[src/rtl/id_ex_stage.sv]
// ID/EX pipeline register with operand forwarding and load-use stall.
// Ports: clock/reset; id_* decoded instruction from ID; ex_alu_s and
// mem_* forwarding sources; flush squashes the incoming instruction;
// ex_* registered ALU operands and controls; stall, fwd_a_sel,
// fwd_b_sel (0=regfile, 1=EX, 2=MEM) and a saturating stall_count.
module id_ex_stage #(
    parameter int DATA_W = 32,
    parameter int REG_AW = 5,
    parameter int CNT_W  = 16
) (
    input  logic              clock,
    input  logic              reset,
    input  logic              id_valid,
    input  logic [REG_AW-1:0] id_ra,
    input  logic [REG_AW-1:0] id_rb,
    input  logic [DATA_W-1:0] id_qa,
    input  logic [DATA_W-1:0] id_qb,
    input  logic [DATA_W-1:0] id_imm,
    input  logic [4:0]        id_sa,
    input  logic              id_aluimm,
    input  logic              id_shift,
    input  logic [3:0]        id_aluc,
    input  logic [REG_AW-1:0] id_rd,
    input  logic              id_wreg,
    input  logic              id_m2reg,
    input  logic              id_wmem,
    input  logic [DATA_W-1:0] ex_alu_s,
    input  logic [REG_AW-1:0] mem_rd,
    input  logic              mem_wreg,
    input  logic              mem_m2reg,
    input  logic [DATA_W-1:0] mem_result,
    input  logic              flush,
    output logic              ex_valid,
    output logic [DATA_W-1:0] ex_a,
    output logic [DATA_W-1:0] ex_b,
    output logic [3:0]        ex_aluc,
    output logic [DATA_W-1:0] ex_store_data,
    output logic [REG_AW-1:0] ex_rd,
    output logic              ex_wreg,
    output logic              ex_m2reg,
    output logic              ex_wmem,
    output logic              stall,
    output logic [1:0]        fwd_a_sel,
    output logic [1:0]        fwd_b_sel,
    output logic [CNT_W-1:0]  stall_count
);

    logic              valid_q, valid_d;
    logic [DATA_W-1:0] a_q, a_d;
    logic [DATA_W-1:0] b_q, b_d;
    logic [3:0]        aluc_q, aluc_d;
    logic [DATA_W-1:0] sd_q, sd_d;
    logic [REG_AW-1:0] rd_q, rd_d;
    logic              wreg_q, wreg_d;
    logic              m2reg_q, m2reg_d;
    logic              wmem_q, wmem_d;
    logic [CNT_W-1:0]  cnt_q, cnt_d;

    logic              use_a, use_b;
    logic              ex_fwd_ok, ex_load;
    logic [DATA_W-1:0] fa, fb;

    // mem_m2reg only tells the MEM stage what mem_result carries;
    // forwarding takes mem_result either way.
    logic              unused_mem_m2reg;
    assign unused_mem_m2reg = mem_m2reg;

    always_comb begin
        use_a     = !id_shift;
        use_b     = id_shift | !id_aluimm | id_wmem;
        // A load in EX has no data yet, so it cannot be forwarded.
        ex_fwd_ok = valid_q & wreg_q & !m2reg_q;
        ex_load   = valid_q & wreg_q & m2reg_q & (rd_q != '0);

        fwd_a_sel = 2'd0;
        fa        = id_qa;
        if (use_a && id_ra != '0) begin
            if (ex_fwd_ok && rd_q == id_ra) begin
                fwd_a_sel = 2'd1;
                fa        = ex_alu_s;
            end else if (mem_wreg && mem_rd == id_ra) begin
                fwd_a_sel = 2'd2;
                fa        = mem_result;
            end
        end

        fwd_b_sel = 2'd0;
        fb        = id_qb;
        if (use_b && id_rb != '0) begin
            if (ex_fwd_ok && rd_q == id_rb) begin
                fwd_b_sel = 2'd1;
                fb        = ex_alu_s;
            end else if (mem_wreg && mem_rd == id_rb) begin
                fwd_b_sel = 2'd2;
                fb        = mem_result;
            end
        end

        stall = id_valid & ex_load &
                ((use_a & (rd_q == id_ra)) | (use_b & (rd_q == id_rb)));

        valid_d = 1'b0;
        a_d     = '0;
        b_d     = '0;
        aluc_d  = '0;
        sd_d    = '0;
        rd_d    = '0;
        wreg_d  = 1'b0;
        m2reg_d = 1'b0;
        wmem_d  = 1'b0;
        if (!flush && !stall && id_valid) begin
            valid_d = 1'b1;
            a_d     = id_shift ? fb : fa;
            if (id_shift)
                b_d = {{(DATA_W-5){1'b0}}, id_sa};
            else if (id_aluimm)
                b_d = id_imm;
            else
                b_d = fb;
            aluc_d  = id_aluc;
            sd_d    = fb;
            rd_d    = id_rd;
            wreg_d  = id_wreg;
            m2reg_d = id_m2reg;
            wmem_d  = id_wmem;
        end

        cnt_d = cnt_q;
        if (stall && !flush && cnt_q != '1)
            cnt_d = cnt_q + CNT_W'(1);
    end

    always_ff @(posedge clock or posedge reset) begin
        if (reset) begin
            valid_q <= 1'b0;
            a_q     <= '0;
            b_q     <= '0;
            aluc_q  <= '0;
            sd_q    <= '0;
            rd_q    <= '0;
            wreg_q  <= 1'b0;
            m2reg_q <= 1'b0;
            wmem_q  <= 1'b0;
            cnt_q   <= '0;
        end else begin
            valid_q <= valid_d;
            a_q     <= a_d;
            b_q     <= b_d;
            aluc_q  <= aluc_d;
            sd_q    <= sd_d;
            rd_q    <= rd_d;
            wreg_q  <= wreg_d;
            m2reg_q <= m2reg_d;
            wmem_q  <= wmem_d;
            cnt_q   <= cnt_d;
        end
    end

    assign ex_valid      = valid_q;
    assign ex_a          = a_q;
    assign ex_b          = b_q;
    assign ex_aluc       = aluc_q;
    assign ex_store_data = sd_q;
    assign ex_rd         = rd_q;
    assign ex_wreg       = wreg_q;
    assign ex_m2reg      = m2reg_q;
    assign ex_wmem       = wmem_q;
    assign stall_count   = cnt_q;

endmodule

[config.mk]
export PLATFORM = sky130hd
export DESIGN_NAME = id_ex_stage
export DESIGN_NICKNAME = d
export VERILOG_FILES = /design/src/rtl/id_ex_stage.sv
export SDC_FILE = /design/constraint.sdc
export NUM_CORES = 1
export LEC_CHECK = 0
export ABC_CLOCK_PERIOD_IN_PS = 5350
export CORE_MARGIN = 2
export CORE_UTILIZATION = 39
export CTS_BUF_LIST = sky130_fd_sc_hd__clkbuf_8 sky130_fd_sc_hd__clkbuf_16
export DETAILED_ROUTE_END_ITERATION = 10
export PLACE_DENSITY = 0.89
export SLEW_MARGIN = 20
export SYNTH_ARGS = -nofsm -noshare
export SYNTH_HDL_FRONTEND = slang
export SYNTH_SLANG_ARGS = --single-unit
export TNS_END_PERCENT = 100
[constraint.sdc]
create_clock -name clock -period 5.35 [get_ports clock]
set_input_delay 1.3375 -clock clock [delete_from_list [all_inputs] [get_ports clock]]
set_output_delay 1.3375 -clock clock [all_outputs]
set_load 0.05 [all_outputs]
## Word-level counts from Yosys, hierarchy flattened

Index checks and enable logic that the tools add are counted.
Widths: inputs -> output; s select.

- Bits of input ports: 200
- Word-level logic and storage cells: 69
- Output and inout bits: 130
- Bits in registers: 125

- Reductions and logical operators: 18
- Add/subtract/negate cells: 1
- Equal/unequal tests: 5
- Multiplexer cells: 24
- Bitwise gates (word level): 11

Operator list:

| kind | number |
|---|---|
| $mux 32 | 12 |
| $eq 5x5->1 | 4 |
| $add 16x1->16 const B | 1 |
| $ne 16x16->1 const B | 1 |
| $reduce_bool 5->1 | 3 |
| $mux 2 | 6 |
| $logic_and 1x1->1 | 10 |
| $and 1x1->1 | 8 |
| $logic_not 1->1 | 5 |
| $mux 5 | 1 |
| $mux 1 | 4 |
| $mux 4 | 1 |
| $or 1x1->1 | 3 |

## Logic depth before layout (Yosys ltp)

Gate-level depths: netlist of the first run.

- Depth after elaboration: 10
- Mapped depth: 10
- Depth with buffers taken out: 7

## Least setup slack after synthesis of the first run

No wires, ideal clock.

- Path type: input -> output
- Start point: input port id_ra[2]
- End point: output port fwd_a_sel[0]
- Arrival time: 2,866 ps
- Stages on the path: 5
- Required time: 4,013 ps
- Slack: 1,146 ps
- Path buffers: 2
- Path through: xor2_1 > nor3_1 > nor4bb_1 > clkbuf_1 > clkbuf_1

- Word-level cells in the longest chain between the ends: 4
- Elaborated cells on any way between the ends: 6

RTL lines:

| element | line | RTL |
|---|---|---|
| start, declared | 14 | `input logic [REG_AW-1:0] id_ra,` |
| $eq 5x5->1 | 78 | `if (ex_fwd_ok && rd_q == id_ra) begin` |
| $logic_and 1x1->1 | 78 |  |
| $mux 2 | 78 |  |
| $mux 2 (*) | 77 | `if (use_a && id_ra != '0) begin` |
| end, declared | 43 | `output logic [1:0] fwd_a_sel,` |

Every way passes the cells marked *; elsewhere a longest branch is shown, timed or not.

## Worst setup path after layout of the first run

- Start point: input port id_rb[3]
- End point: output port fwd_b_sel[1]

- Word-level cells in the longest chain between the ends: 5
- Elaborated cells on any way between the ends: 9

RTL lines:

| element | line | RTL |
|---|---|---|
| start, declared | 15 | `input logic [REG_AW-1:0] id_rb,` |
| $eq 5x5->1 | 93 | `end else if (mem_wreg && mem_rd == id_rb) begin` |
| $logic_and 1x1->1 | 93 |  |
| $mux 2 | 93 |  |
| $mux 2 | 90 | `if (ex_fwd_ok && rd_q == id_rb) begin` |
| $mux 2 (*) | 89 | `if (use_b && id_rb != '0) begin` |
| end, declared | 44 | `output logic [1:0] fwd_b_sel,` |

Marked as above.

==> results of run 1 <==
==> layer usage <==
layer  track usage (%)  part of all wire [%]  vias up
met3              8.18                   9.8       94
li1                  -                     -     2647
met4              15.4                   4.3        2
met2              49.7                    50      427
met5                 0                 0.055        -
met1              33.5                    36     2977
==> layout by cell type (no fill, tap or decap), types with 4 or more instances in the layout <==
cell             Yosys  final
o221ai_1            26     26
clkdlybuf4s50_1      0    323
inv_2                4      4
a21oi_1              7      7
a21o_1               8      7
and3_1               7      7
xor2_1              11     11
nand2b_1            28     28
xnor2_1             24     24
a222oi_1            24     24
o22ai_1             28     28
nand4_1              7      7
a32o_1              10     10
buf_4                3     15
buf_12               0      4
dfrtp_1            125    125
o22ai_2             20     20
clkbuf_16            0     17
a221oi_1             4      4
a211oi_1            14     14
nor2_1              42     41
and2_1              11     12
nor3_1               5      5
nand3_1              8      8
nand2_1             39     39
==> power by group through the flow <==
stage,combinational (mW),sequential (mW),clock (mW)
global route,0.549,0.995,1.25
finish,0.523,0.993,1.19
CTS,0.523,0.993,1.20
detailed placement,0.519,1.01,0
floorplan,0.123,1.13,0
global placement,0.512,1.01,0
==> sequential cells by signal, indices dropped and copies added, names as in the netlist <==
| register | count |
|---|---|
| ex_wmem | 1 |
| stall_count | 16 |
| ex_rd | 5 |
| ex_aluc | 4 |
| ex_store_data | 32 |
| ex_wreg | 1 |
| ex_valid | 1 |
| ex_m2reg | 1 |
| ex_a | 32 |
| ex_b | 32 |
==> cell families after synthesis <==
kind of cell / count (synthesis) / synth area share (%)
mux: 1 / 0.191
compound gates: 153 / 22.6
simple gates: 165 / 14.5
fa+ha+maj: 1 / 0.212
flops: 125 / 53.1
buf+inv: 52 / 4.19
xor+xnor: 35 / 5.20
==> layout make-up <==
cell class	instances	area, µm²	area share [%]
inverter	6	25.0	0.251
sequential	125	3130	31.4
tap	184	230	2.31
multi-input combinational	355	2550	25.6
timing repair buffer	342	3430	34.3
antenna	1	2.50	0.0251
clock buffer	20	467	4.68
clock inverter	12	144	1.44
==> worst max path at each step <==
stage | from | end | slack (ns)
final | id_rb[3] | fwd_b_sel[1] | 0.80
after global routing | id_rb[3] | fwd_b_sel[1] | 0.68
after CTS | id_ra[2] | fwd_a_sel[1] | 0.84
after detailed placement | id_rb[3] | fwd_b_sel[1] | 0.85
after global placement | id_rb[3] | fwd_b_sel[1] | 0.87
after floorplan | reset | ex_a[0] | 0.68
==> synthesized netlist by cell type (all sizes together), types with 3 or more instances <==
library cell and instances:
nand2b 29, dfrtp 125, clkbuf 30, a211oi 14, and3 7, o22ai 48, a222oi 24, nand4 7
a21oi 7, nor2 42, a21o 8, xnor2 24, a221oi 4, buf 16, nor4 3, nor3 6
inv 6, and2 12, xor2 11, nand3 8, and4 3, nand2 40, o221ai 26, o21ai 4
a32o 10
==> metrics by stage <==
step	std cells	utilization, %	hold WS, ns
floorplan	532	-	0.795
global placement	1012	63.9	0.476
detailed placement	1012	63.9	0.484
CTS	1044	68.1	0.491
global route	1044	68.1	0.521
finish	1045	68.1	0.491
==> results by group, run 1 <==
Floorplan
  • Total die area: 0.0161 mm²
  • Die Wd: 127 µm
  • Placement row count: 44
  • Starting Density: about two fifths
  • Core area: 0.0146 mm²
  • I/O pin total: 330
  • Die height: roughly 130 µm

Yosys
  • Post-synth ARST share: 100%
  • Netlist area before placement: slightly below 0.006 mm²
  • Syn nets: between 700 and 800
  • Syn. warnings: 0
  • Area leader, netlist: dfrtp_1
  • Synth unique cells: about 50
  • Register bit total from synthesis: 125
  • Synth top area share: between 50% and 60%
  • Mean Syn Cell Area: roughly 11 µm²
  • Top cells by area, synth: dfrtp_1 53%, o22ai_2 4.2%, a222oi_1 4.1%
  • Post-synth top flop: dfrtp_1
  • Number of flops mapped to enable cells by yosys: 0
  • Mapped Cells: approximately 530
  • Register area share after synthesis: between 50% and 60%

Worst setup path
  • Flop2flop setup slack: 2.19 ns
  • Reg2Reg Launch Point: ex_rd[0]
  • Critical path's largest stage delay: around 0.5 ns
  • Reg-to-reg endpoint: ex_a[31]
  • CP cell instances: clkdlybuf4s50_1, xor2_1, nor4_1, nand4_1, or2_1, inv_2, buf_4
  • CP Depth: 7
  • Worst endpoint data arrival time: 3.21 ns
  • Cell family with most CP delay: buffers and inverters
  • CP Data Required Time: roughly 4.0 ns
  • R2R depth: 8
  • CP max FO: 7
  • CP endpoint kind: output port
  • Path type of the worst setup path: primary input to output port
  • Slowest CP cell: clkdlybuf4s50_1
  • CP bufs+invs: 3
  • Setup crit start kind: primary input

Cells and area
  • Share of layout cells above drive strength 1: about a tenth
  • Layout Nets: between 1000 and 1500
  • Syn-to-layout area delta: 69.4%
  • Final instance area: approximately 0.01 mm²
  • Filler cells: around 1100

Timing
  • TNS Setup: 0 ns
  • Slew Limit Fails: 0
  • Worst Skew: ~0.0084 ns
  • Final min period: between 4 and 5 ns
  • Max-slew headroom: about two fifths
  • Fmax: 220 MHz
  • RSZ-0062 raised after global routing: no
  • Tightest Pin Transition: between 0.9 and 1 ns
  • Final period utilization: a little under nine tenths
  • Setup ws final: about 0.8 ns
  • Final setup fails: 0
  • Final number of hold-violating endpoints: 0

Run
  • Max-cap violations: 0

Drt
  • Final ANT Viol Nets: 0
  • DRT Wirelength: around 24000 µm
  • Via count: just over 6000
  • Via-per-instance ratio: approximately 6
  • DR iter-0 viols: between 700 and 800
  • Drc violations: 0
  • DRT Pass-1 Iters: 5
  • Average wire per standard cell: between 20 and 25 µm

Global route
  • Number of global-route vias before repair: ~6400
  • Largest net degree at the start of global routing: just under 70
  • Gr usage total: between 20 and 30%
  • GR Overflow Total: 0
  • First-pass GRT wire length: between 30000 and 40000 µm
  • Initial antenna violation count: 2

Place
  • Post-place setup slack: 0.851 ns
  • DP Area: between 0.009 and 0.01 mm²
  • PortBufs: 328
  • Routability-driven placement congestion ratio: between 0.9 and 1
  • Detailed Place HPWL: around 17000 µm

Power
  • Final Power: 2.71 mW
  • Leakage: ~4.2 nW
  • Switching power: about 720 µW
  • Max IR drop VDD: about 190 µV
  • Switching Share: 26.7%
  • P_int: 1.98 mW
  • Pwr dens: between 200 and 300 mW/mm²
  • Clock share of power: 44.0%
  • Comb pwr share: between 10% and 20%
  • Part of the power in registers: 36.7%

Clocking
  • CTS resizes: 0
  • Clock buffer depth: 2
  • Clock net sink count: ~130
  • Clock transition at the registers of the reported paths: 0.06 ns
  • Total number of H-tree levels: 4
  • CTS tree: yes
  • CTS Root Cell: clkbuf_16
  • Hold_buf cts: 0
  • Worst-Skew Late Latency: 0.41 ns
  • Post-CTS Setup Repair Bufs: 0
  • CTS buffer count: 17

Worst hold path
  • Worst hold start: stall_count[8]
  • Hold WC Path Type: flip-flop to flip-flop
  • Hold Path Cell Cnt: 1
  • Hold path endpoint: stall_count[8]

Run status
  • Status: complete, no violations
Note: power is estimated with default switching activity, not from simulation.
==> run 2, diff against run 1 <==
--- a/config.mk
+++ b/config.mk
@@ -5,12 +5,13 @@
 export SDC_FILE = /design/constraint.sdc
 export NUM_CORES = 1
 export LEC_CHECK = 0
-export ABC_CLOCK_PERIOD_IN_PS = 5350
+export ABC_CLOCK_PERIOD_IN_PS = 5100
 export CORE_MARGIN = 2
 export CORE_UTILIZATION = 39
 export CTS_BUF_LIST = sky130_fd_sc_hd__clkbuf_8 sky130_fd_sc_hd__clkbuf_16
 export DETAILED_ROUTE_END_ITERATION = 10
 export PLACE_DENSITY = 0.89
+export REMOVE_ABC_BUFFERS = 1
 export SLEW_MARGIN = 20
 export SYNTH_ARGS = -nofsm -noshare
 export SYNTH_HDL_FRONTEND = slang
==> constraint.sdc (replaced) <==
create_clock -name clock -period 5.1 [get_ports clock]
set_input_delay 1.275 -clock clock [delete_from_list [all_inputs] [get_ports clock]]
set_output_delay 1.275 -clock clock [all_outputs]
set_load 0.05 [all_outputs]
==> results by group, run 2 (synthesis gave the netlist of run 1 again) <==
Run status
  • Status: complete, no violations (unchanged)

Clocking
  • Post-CTS Setup Repair Bufs: 0 (unchanged)
  • CTS resizes: 0 (unchanged)
  • CTS tree: yes (unchanged)
  • Total number of H-tree levels: 4 (unchanged)
  • Hold_buf cts: 0 (unchanged)
  • Clock buffer depth: 2 (unchanged)
  • Clock net sink count: 125 (unchanged)
  • Worst-Skew Late Latency: 0.42 ns (was 0.41 ns)
  • CTS buffer count: 17 (unchanged)
  • CTS Root Cell: clkbuf_16 (unchanged)
  • Clock transition at the registers of the reported paths: 0.05 ns (was 0.06 ns)

Drt
  • DRT Pass-1 Iters: 5 (unchanged)
  • Final ANT Viol Nets: 0 (unchanged)
  • DR iter-0 viols: 627 (was 704)
  • Via count: 6046 (was 6147)
  • Drc violations: 0 (unchanged)
  • Average wire per standard cell: 23.2 µm (was 22.8 µm)
  • DRT Wirelength: 24400 µm (was 23800 µm)
  • Via-per-instance ratio: 5.76 (was 5.88)

Worst setup path
  • CP endpoint kind: output port (unchanged)
  • CP Data Required Time: 3.83 ns (was 4.01 ns)
  • Slowest CP cell: clkdlybuf4s50_1 (unchanged)
  • CP cell instances: clkdlybuf4s50_1, nor2b_1, a22oi_2, nand4_1, or2_1, inv_2, buf_4 (was clkdlybuf4s50_1, xor2_1, nor4_1, nand4_1, or2_1, inv_2, buf_4)
  • Setup crit start kind: primary input (unchanged)
  • CP max FO: 11 (was 7)
  • CP bufs+invs: 3 (unchanged)
  • Cell family with most CP delay: buffers and inverters (unchanged)
  • Path type of the worst setup path: primary input to output port (unchanged)
  • Critical path's largest stage delay: 0.77 ns (was 0.51 ns)
  • Worst endpoint data arrival time: 3.22 ns (was 3.21 ns)

Cells and area
  • Filler cells: 1062 (was 1086)
  • Layout Nets: 1054 (was 1048)
  • Share of layout cells above drive strength 1: 10.7% (was 10.1%)
  • Non-filler instance count after layout: 1050 (was 1045)
  • Footprint of the multi-input gates: 0.00255 mm² (unchanged)
  • Most frequent cells in the layout: 323 x clkdlybuf4s50_1, 125 x dfrtp_1, 41 x nor2_1 (unchanged)
  • N_diodes: 0 (was 1)
  • Final core utilization: 68.5% (was 68.1%)
  • Syn-to-layout area delta: 70.3% (was 69.4%)
  • Reg area: 0.00313 mm² (unchanged)
  • Commonest non-fill, non-tap cell in the layout: clkdlybuf4s50_1 (unchanged)

Floorplan
  • Die height: 127 µm (unchanged)
  • Die Wd: 127 µm (unchanged)
  • Placement row count: 44 (unchanged)
  • Core area: 0.0146 mm² (unchanged)
  • I/O pin total: 330 (unchanged)
  • Total die area: 0.0161 mm² (unchanged)
  • Starting Density: 40.2% (unchanged)

Power
  • Max IR drop VDD: 197 µV (was 190 µV)
  • Final Power: 2.85 mW (was 2.71 mW)
  • Leakage: 4.21 nW (was 4.17 nW)
  • Pwr dens: 284 mW/mm² (was 271 mW/mm²)

Timing
  • Final min period: between 4 and 5 ns
  • Final setup fails: 0 (unchanged)
  • Max-slew headroom: 37.5% (was 38.4%)
  • Worst Skew: 0.00892 ns (was 0.00838 ns)
  • TNS Setup: 0 ns (unchanged)
  • Slew Limit Fails: 0 (unchanged)
  • Final period utilization: a little under 90%
  • RSZ-0062 raised after global routing: no (unchanged)
  • Fmax: between 200 and 250 MHz
  • Tightest Pin Transition: 0.933 ns (was 0.919 ns)
  • Final number of hold-violating endpoints: 0 (unchanged)

Global route
  • GR Overflow Total: 0 (unchanged)
  • Number of global-route vias before repair: 6277 (was 6435)
  • Initial antenna violation count: 0 (was 2)
  • Largest net degree at the start of global routing: 126 (was 68)
  • Gr usage total: 29.8% (was 29.2%)
  • First-pass GRT wire length: 36100 µm (was 35700 µm)

Place
  • PortBufs: 328 (unchanged)
  • Routability-driven placement congestion ratio: 0.915 (was 0.911)
  • Cell total after placement: 1018 (was 1012)
  • Detailed Place HPWL: 17000 µm (was 16600 µm)

Run
  • Max-cap violations: 0 (unchanged)

Worst hold path
  • Hold WC Path Type: flip-flop to flip-flop (unchanged)
-- run 2: cell types whose count changed in the layout (fill, tap and decap cells not counted), sizes merged --
cell      before  now
diode          1    0
buf           19   25
clkinvlp       3    2
clkbuf        20   21
-- run 2: worst paths after layout --
kind,startpoint,end,slack (ns),cells past startpoint
worst min-delay path,stall_count[14],stall_count[14],0.49,1
worst max register to register,ex_rd[0],ex_a[24],2.08,8
worst min register to register,stall_count[14],stall_count[14],0.49,1
min in group asynchronous,reset,stall_count[12],1.32,3
worst max-delay path,id_shift,fwd_b_sel[1],0.61,7
max in group asynchronous,reset,stall_count[11],3.14,3
-- run 2: cell type report --
class                      count  area share (%)
clock inverter                11            1.40
timing repair buffer         348            34.6
inverter                       6           0.250
tap                          184            2.30
clock buffer                  21            4.79
multi-input combinational    355            25.5
sequential                   125            31.2
-- run 2: per-layer routing --
layer	GRT usage [%]	routed length, µm
met3	7.30	1900
met5	0	0
met2	51.9	12600
met1	35.2	9140
met4	12.8	709
-- run 2: through the flow --
stage / hold WS (ns) / setup WS, ns / cell area, µm²
CTS: 0.495 / 0.647 / 10000
detailed placement: 0.484 / 0.664 / 9410
floorplan: 0.796 / -2.77 / 5670
finish: 0.492 / 0.608 / 10000
global placement: 0.477 / 0.683 / 9410
global route: 0.529 / 0.501 / 10000
-- run 2: where the power goes --
part	internal (mW)	switching, mW
logic	0.253	0.300
registers	1.03	0.0130
clock network	0.817	0.440
==> run 3, diff against run 2 <==
--- a/config.mk
+++ b/config.mk
@@ -6,6 +6,7 @@
 export NUM_CORES = 1
 export LEC_CHECK = 0
 export ABC_CLOCK_PERIOD_IN_PS = 5100
+export CAP_MARGIN = 20
 export CORE_MARGIN = 2
 export CORE_UTILIZATION = 39
 export CTS_BUF_LIST = sky130_fd_sc_hd__clkbuf_8 sky130_fd_sc_hd__clkbuf_16
@@ -16,4 +17,4 @@
 export SYNTH_ARGS = -nofsm -noshare
 export SYNTH_HDL_FRONTEND = slang
 export SYNTH_SLANG_ARGS = --single-unit
-export TNS_END_PERCENT = 100
+export TNS_END_PERCENT = 5
==> results of run 3 <==
No change in the layout: final DEF, timing and power equal those of run 2.
